`src/rtl/nnrv_mem_arb.sv`:
```
// nnrv_mem_arb: N-port arbiter in front of a single-port synchronous RAM.
// A word-addressed GPIO register is decoded at GPIO_ADDR and is never sent to
// the RAM. Each request is accepted in one cycle, accesses the RAM or GPIO in
// the next cycle, and completes in the cycle after that (IDLE/RESP -> ACCESS -> RESP).
module nnrv_mem_arb #(
    parameter int NUM_PORTS  = 2,
    parameter int XLEN       = 32,
    parameter int ADDR_WIDTH = 8,
    parameter int ARB_MODE   = 0,
    parameter int GPIO_ADDR  = 40
) (
    input  logic                            i_clk,
    input  logic                            i_rst,
    input  logic [NUM_PORTS-1:0]            i_req_valid,
    output logic [NUM_PORTS-1:0]            o_req_ready,
    input  logic [NUM_PORTS-1:0]            i_req_we,
    input  logic [NUM_PORTS*ADDR_WIDTH-1:0] i_req_addr,
    input  logic [NUM_PORTS*4-1:0]          i_req_mask,
    input  logic [NUM_PORTS*XLEN-1:0]       i_req_wdata,
    output logic [NUM_PORTS-1:0]            o_rsp_valid,
    output logic [XLEN-1:0]                 o_rsp_rdata,
    output logic                            o_ram_en,
    output logic                            o_ram_we,
    output logic [ADDR_WIDTH-1:0]           o_ram_addr,
    output logic [3:0]                      o_ram_mask,
    output logic [XLEN-1:0]                 o_ram_wdata,
    input  logic [XLEN-1:0]                 i_ram_rdata,
    output logic [XLEN-1:0]                 o_gpio
);

    localparam int PORT_W = (NUM_PORTS > 1) ? $clog2(NUM_PORTS) : 1;

    typedef enum logic [1:0] {
        IDLE   = 2'd0,
        ACCESS = 2'd1,
        RESP   = 2'd2
    } state_t;

    state_t                 state;
    state_t                 state_next;
    logic [PORT_W-1:0]      rr_ptr;
    logic [PORT_W-1:0]      win_idx;
    logic                   win_found;
    logic                   accept;
    int                     cand;

    logic                   lat_we;
    logic                   lat_gpio;
    logic [PORT_W-1:0]      lat_port;
    logic [ADDR_WIDTH-1:0]  lat_addr;
    logic [3:0]             lat_mask;
    logic [XLEN-1:0]        lat_wdata;
    logic [XLEN-1:0]        gpio_q;
    logic [ADDR_WIDTH-1:0]  win_addr;

    // Pick the winning port: lowest index (fixed) or first after rr_ptr (round-robin).
    always_comb begin
        // NOTE: every signal gets a default before any branch, so no latch is inferred.
        win_found = 1'b0;
        win_idx   = '0;
        cand      = 0;
        if (ARB_MODE == 0) begin
            // Scan downward so the lowest valid index is the last (winning) assignment.
            for (int i = NUM_PORTS - 1; i >= 0; i--) begin
                if (i_req_valid[i]) begin
                    win_found = 1'b1;
                    win_idx   = PORT_W'(i);
                end
            end
        end else begin
            // Offsets NUM_PORTS..1 from the pointer; offset 1 (just after last grant) wins.
            for (int i = NUM_PORTS; i >= 1; i--) begin
                cand = int'(rr_ptr) + i;
                if (cand >= NUM_PORTS) begin
                    cand = cand - NUM_PORTS;
                end
                if (i_req_valid[cand]) begin
                    win_found = 1'b1;
                    win_idx   = PORT_W'(cand);
                end
            end
        end
    end

    // A grant is only offered outside ACCESS and never while reset is held.
    assign accept   = (state != ACCESS) && win_found && i_rst;
    assign win_addr = i_req_addr[int'(win_idx)*ADDR_WIDTH +: ADDR_WIDTH];

    // State register.
    always_ff @(posedge i_clk or negedge i_rst) begin
        if (!i_rst) begin
            state <= IDLE;
        end else begin
            // NOTE: sequential state uses non-blocking assignments so all flops update together.
            state <= state_next;
        end
    end

    // Next-state logic: ACCESS always lasts exactly one cycle.
    always_comb begin
        state_next = IDLE;
        case (state)
            IDLE, RESP: state_next = accept ? ACCESS : IDLE;
            ACCESS:     state_next = RESP;
            default:    state_next = IDLE;
        endcase
    end

    // Capture the winning request and advance the round-robin pointer on grant.
    always_ff @(posedge i_clk or negedge i_rst) begin
        if (!i_rst) begin
            // NOTE: every register here is a plain flop, so all of them get an explicit reset value.
            rr_ptr    <= PORT_W'(NUM_PORTS - 1);
            lat_we    <= 1'b0;
            lat_gpio  <= 1'b0;
            lat_port  <= '0;
            lat_addr  <= '0;
            lat_mask  <= '0;
            lat_wdata <= '0;
        end else if (accept) begin
            rr_ptr    <= win_idx;
            lat_port  <= win_idx;
            lat_we    <= i_req_we[win_idx];
            lat_addr  <= win_addr;
            lat_gpio  <= (win_addr == ADDR_WIDTH'(GPIO_ADDR));
            lat_mask  <= i_req_mask[int'(win_idx)*4 +: 4];
            lat_wdata <= i_req_wdata[int'(win_idx)*XLEN +: XLEN];
        end
    end

    // GPIO register: byte-masked write at the end of a GPIO ACCESS (XLEN >= 32 assumed).
    always_ff @(posedge i_clk or negedge i_rst) begin
        if (!i_rst) begin
            gpio_q <= '0;
        end else if (state == ACCESS && lat_gpio && lat_we) begin
            for (int b = 0; b < 4; b++) begin
                if (lat_mask[b]) begin
                    gpio_q[b*8 +: 8] <= lat_wdata[b*8 +: 8];
                end
            end
        end
    end

    // Output decode: RAM strobe in ACCESS, completion in RESP, zeros otherwise.
    always_comb begin
        o_req_ready = '0;
        o_ram_en    = 1'b0;
        o_ram_we    = 1'b0;
        o_ram_addr  = '0;
        o_ram_mask  = '0;
        o_ram_wdata = '0;
        o_rsp_valid = '0;
        o_rsp_rdata = '0;
        if (accept) begin
            o_req_ready[win_idx] = 1'b1;
        end
        if (state == ACCESS && !lat_gpio) begin
            o_ram_en    = 1'b1;
            o_ram_we    = lat_we;
            o_ram_addr  = lat_addr;
            o_ram_mask  = lat_mask;
            o_ram_wdata = lat_wdata;
        end
        if (state == RESP) begin
            o_rsp_valid[lat_port] = 1'b1;
            if (!lat_we) begin
                o_rsp_rdata = lat_gpio ? gpio_q : i_ram_rdata;
            end
        end
    end

    assign o_gpio = gpio_q;

endmodule
```
`config.mk`:
```
export PLATFORM = sky130hd
export DESIGN_NAME = nnrv_mem_arb
export DESIGN_NICKNAME = d
export VERILOG_FILES = /design/src/rtl/nnrv_mem_arb.sv
export SDC_FILE = /design/constraint.sdc
export NUM_CORES = 1
export LEC_CHECK = 0
export CAP_MARGIN = 20
export CORE_MARGIN = 10
export CORE_UTILIZATION = 45
export DETAILED_ROUTE_END_ITERATION = 16
export DONT_BUFFER_PORTS = 1
export HOLD_SLACK_MARGIN = 0.02
export PLACE_DENSITY = 0.64
export SYNTH_ARGS = -nofsm -noshare
export SYNTH_HDL_FRONTEND = slang
export SYNTH_SLANG_ARGS = --single-unit
```
`constraint.sdc`:
```
create_clock -name i_clk -period 1.52 [get_ports i_clk]
set_clock_uncertainty 0.15 [all_clocks]
set_input_delay 0.228 -clock i_clk [delete_from_list [all_inputs] [get_ports i_clk]]
set_output_delay 0.228 -clock i_clk [all_outputs]
set_load 0.005 [all_outputs]
```
**After elaboration in Yosys (flattened, before gate mapping)**

Cells that the tools add are included.

- $lt $le $gt $ge: 4
- Eq/ne operators: 4
- Shift operators: 3
- Muxes and demuxes: 21
- Reduce and logical (&&, ||, !) cells: 14

Operators with widths:

| operator | number |
|---|---|
| $mux 32 | 4 |
| $shiftx 64x7->32 | 1 |
| $shiftx 16x5->8 | 1 |
| $mux 1 | 10 |
| $eq 8x6->1 const B | 1 |
| $mux 8 | 1 |
| $reduce_and 2->1 | 4 |
| $shiftx 8x4->4 | 1 |
| $logic_and 1x1->1 | 7 |
| $lt 1x2->1 const B | 2 |
| $mux 2 | 2 |
| $mux 4 | 1 |
| $pmux 2 s2 | 1 |
| $demux 1 s1 | 2 |
| $eq 2x1->1 const B | 1 |
| $eq 2x2->1 const B | 1 |
| $ge 1x1->1 const B | 2 |
| $logic_not 2->1 | 1 |
| $ne 2x1->1 const B | 1 |
| $reduce_or 2->1 | 1 |
| $logic_not 1->1 | 1 |

- Bits in registers: 81
- Bits of input ports: 126
- Output and inout bits: 114
- Logic and storage cells: 57

**Longest topological paths before layout**

- Depth after elaboration: 7
- Depth in mapped cells: 6
- Gate-level depth less buffers: 4

**Worst setup path after synthesis**

Ideal clock, no wire load.

- Path type: flip-flop to output port
- Start point: register state[0]
- End point: output o_rsp_rdata[10]
- Arrival: 1.210 ns
- Required time: 1.142 ns
- Setup slack: -0.068 ns
- Stages on the path, launching flop included: 5
- Path buffers: 2
- Cells stage by stage: dfrtp_1 -> or3b_1 -> clkbuf_1 -> buf_2 -> nor2_1

- Word-level cells in the longest chain between the ends: 2

RTL lines:

| element | line | RTL |
|---|---|---|
| from (decl) | 39 | `state_t state;` |
| from (signal assigned) | 95 | `state <= state_next;` |
| $eq 2x2->1 | 164 | `if (state == RESP) begin` |
| $mux 32 | 164 |  |
| to (decl) | 21 | `output logic [XLEN-1:0] o_rsp_rdata,` |

Every way passes these cells.

**Final worst setup path**

- Start point: register lat_we
- End point: output o_rsp_rdata[11]

- Word-level cells in the longest chain between the ends: 2

RTL lines:

| element | line | RTL |
|---|---|---|
| from (decl) | 47 | `logic lat_we;` |
| from (signal assigned) | 123 | `lat_we <= i_req_we[win_idx];` |
| $mux 32 | 166 | `if (!lat_we) begin` |
| $mux 32 | 164 |  |

Every way passes these cells.

==> flow_summary.toml <==
[outcome]
outcome = "finished, violations left"
violations = "hold timing, setup timing"

[yosys]
ys_warn_count = 0
synth_top_cell_area_share_pct = 45.0
avgSynthCellArea_um2 = 11.9
synth.area.top_cells = "dfrtp_1 45%, mux2_2 9.0%, a221o_1 8.2%"
yosysUniqueCellTypes = 29
synth_commonest_cells = "81 x dfrtp_1, 45 x and3_1, 37 x a221o_1, 37 x nor4b_1, 36 x mux2_2"
synth_seq_cells = 81
synthArstFlopShare_pct = 100
syn_nets = 506
yosysTopAreaCell = "dfrtp_1"
synth-edff-count = 0
netlist_area_um2 = 4500
yosysSeqAreaShare_pct = 45.0
synthFlopType = "dfrtp_1"
syn_inst = 380
yosysMostFrequentCell = "dfrtp_1"

[floorplan]
ios = 240
core_area_um2 = 9770
die_h_um = 120
start_util_pct = 46.1
dieArea_um2 = 14400
placementRows = 36
die_w_um = 120

[place]
dp_slack_ns = -0.218
gp_congestion = 0.774
hpwlAfterDp_mm = 10.8
placed_cell_area_um2 = 4860
dp.cells = 504
io_buffer_count = 0

[power]
p_leak_nw = 2.91
total_power_mw = 7.75
clockPowerShare_pct = 22.9
p_sw_share_pct = 32.3
intPower_mw = 5.24
ir_worst_vdd_mv = 0.747
p_per_area_nw_per_um2 = 1150
comb_power_share_pct = 33.2
power.net_switching_mw = 2.50
seq_power_share_pct = 43.8

[grt]
first_global_vias = 4134
track_usage_pct = 22.8
grt_pass1_wl_mm = 25.8
grt-ovfl-total = 0
grt_max_degree = 87
antenna_found_initial = 3

[drt]
vias = 3870
post_drt_wl_per_cell_um = 29.6
drc_errors = 0
drtAntennaViolNets = 0
drtIter0Drc = 245
via_per_inst = 6.31
wl_mm = 18.1
dr.pass1.iters = 5

[clock_network]
cts_sinks = 81
cts-root-buf = "clkbuf_8"
numCtsBuffers = 9
clkLatencyLatePin_ns = 0.37
htreeDepth = 3
cts_tree = "built"
hold_buffers = 53
clockBufferDepth = 2
clk_pin_slew_ns = 0.08

[cells_and_area]
drive_above_1_share_pct = 50.5
final_area_um2 = 6740
areaGrowthSynthToFinish_pct = 49.6
layout.nets = 599
finish.utilization_pct = 68.9
final_cell_count_no_fill = 613

[setup_path]
worst-setup-path-type = "register to output pin"
start_kind = "register"
cp_max_fo = 14
r2r_cells = 8
cp-end-kind = "output pin"
worstPathRequired_ns = 1.14
cp.arrival_ns = 1.57

[sta]
slew_headroom_pct = 71.3
holdWs_ns = -0.606
hold_violations = 81
grt_setup_unrepaired = "true"
worst_slack_ns = -0.430
setup_viol = 162
tns_ns = -52.68
finalCritPeriodShare_pct = 128
maxSlewViolCount = 0
fmax_ghz = 0.513
tightest_slew_ns = 0.429
fin_crit_ns = 1.95

[flow_run]
drv_cap = 0

[hold_path]
hp-class = "input pin to asynchronous set/reset pin"
==> critical path, stage by stage, from the launching register on <==
cell     delay [ns]
dfrtp_1        0.38
or3b_4         0.46
buf_16         0.19
nor2_2         0.15
==> logic make-up (layout without fill, tap and decap cells) <==
| logic type | count (synthesis) | after routing | share of synthesized area [%] |
|---|---|---|---|
| mux | 80 | 80 | 20.1 |
| flops | 81 | 81 | 45.0 |
| other cells | 0 | 3 | 0 |
| compound gates | 41 | 41 | 9.06 |
| buf+inv | 45 | 137 | 6.17 |
| simple gates | 133 | 138 | 19.6 |
==> flip-flops by register name (all words and copies together), names as in the netlist <==
register / count
lat_addr: 8
lat_gpio: 1
lat_mask: 4
lat_port: 1
lat_wdata: 32
lat_we: 1
o_gpio: 32
state: 2
==> per-layer routing <==
layer	GRT usage, %	up-vias	share of wire, %
li1	-	1662	-
met1	27.2	1977	39
met2	38.0	206	50
met3	7.17	25	8.7
met4	7.77	0	2.0
met5	0	-	0
==> power by group through the flow <==
stage / Combinational (mW) / Clock [mW] / Sequential [mW]
3_5_place_dp: 1.70 / 0 / 3.38
2_1_floorplan: 1.37 / 0 / 3.14
4_1_cts: 2.39 / 1.77 / 3.37
5_1_grt: 2.72 / 1.87 / 3.47
3_3_place_gp: 1.65 / 0 / 3.35
6_report: 2.58 / 1.78 / 3.40
==> layout by cell type, fill, tap and decap left out, types with 9 or more instances in the layout <==
cell type / count
a221o_1: 37
and3_4: 50
buf_12: 11
buf_4: 22
buf_6: 21
clkbuf_8: 10
dfrtp_1: 80
dlygate4sd3_1: 53
mux2_4: 40
mux2i_1: 29
nor2_2: 27
nor4b_1: 25
nor4b_2: 9
==> path summary, 6_finish.rpt <==
path,from,endpoint,slack (ns)
setup / recovery,lat_we,o_rsp_rdata[11],-0.43
hold / removal,i_rst,lat_addr[0],-0.61
setup reg to reg,state[0],lat_wdata[19],-0.37
hold reg to reg,lat_addr[2],lat_addr[2],0.37
max in group asynchronous,i_rst,lat_wdata[4],1.71
min in group i_clk,i_req_wdata[32],lat_wdata[0],0.02
==> timing repair <==
action	in CTS	in global routing
gates resized for setup	98	60
cloned	11	5
setup buffers	20	7
endpoints found under the setup margin	160	162
pin swaps	10	48
endpoints found under the hold margin	127	81
==> final cells by class <==
type,count,area (um2)
well taps,133,166
inverters,4,22.5
flip-flops and latches,81,2030
diodes,3,7.51
multi-input cells,259,2910
clock inverters,3,65.1
repair inverters,2,20.0
repair buffers,116,1380
fillers,691,3040
clock buffers,12,145
(Power assumes the default switching activity.)
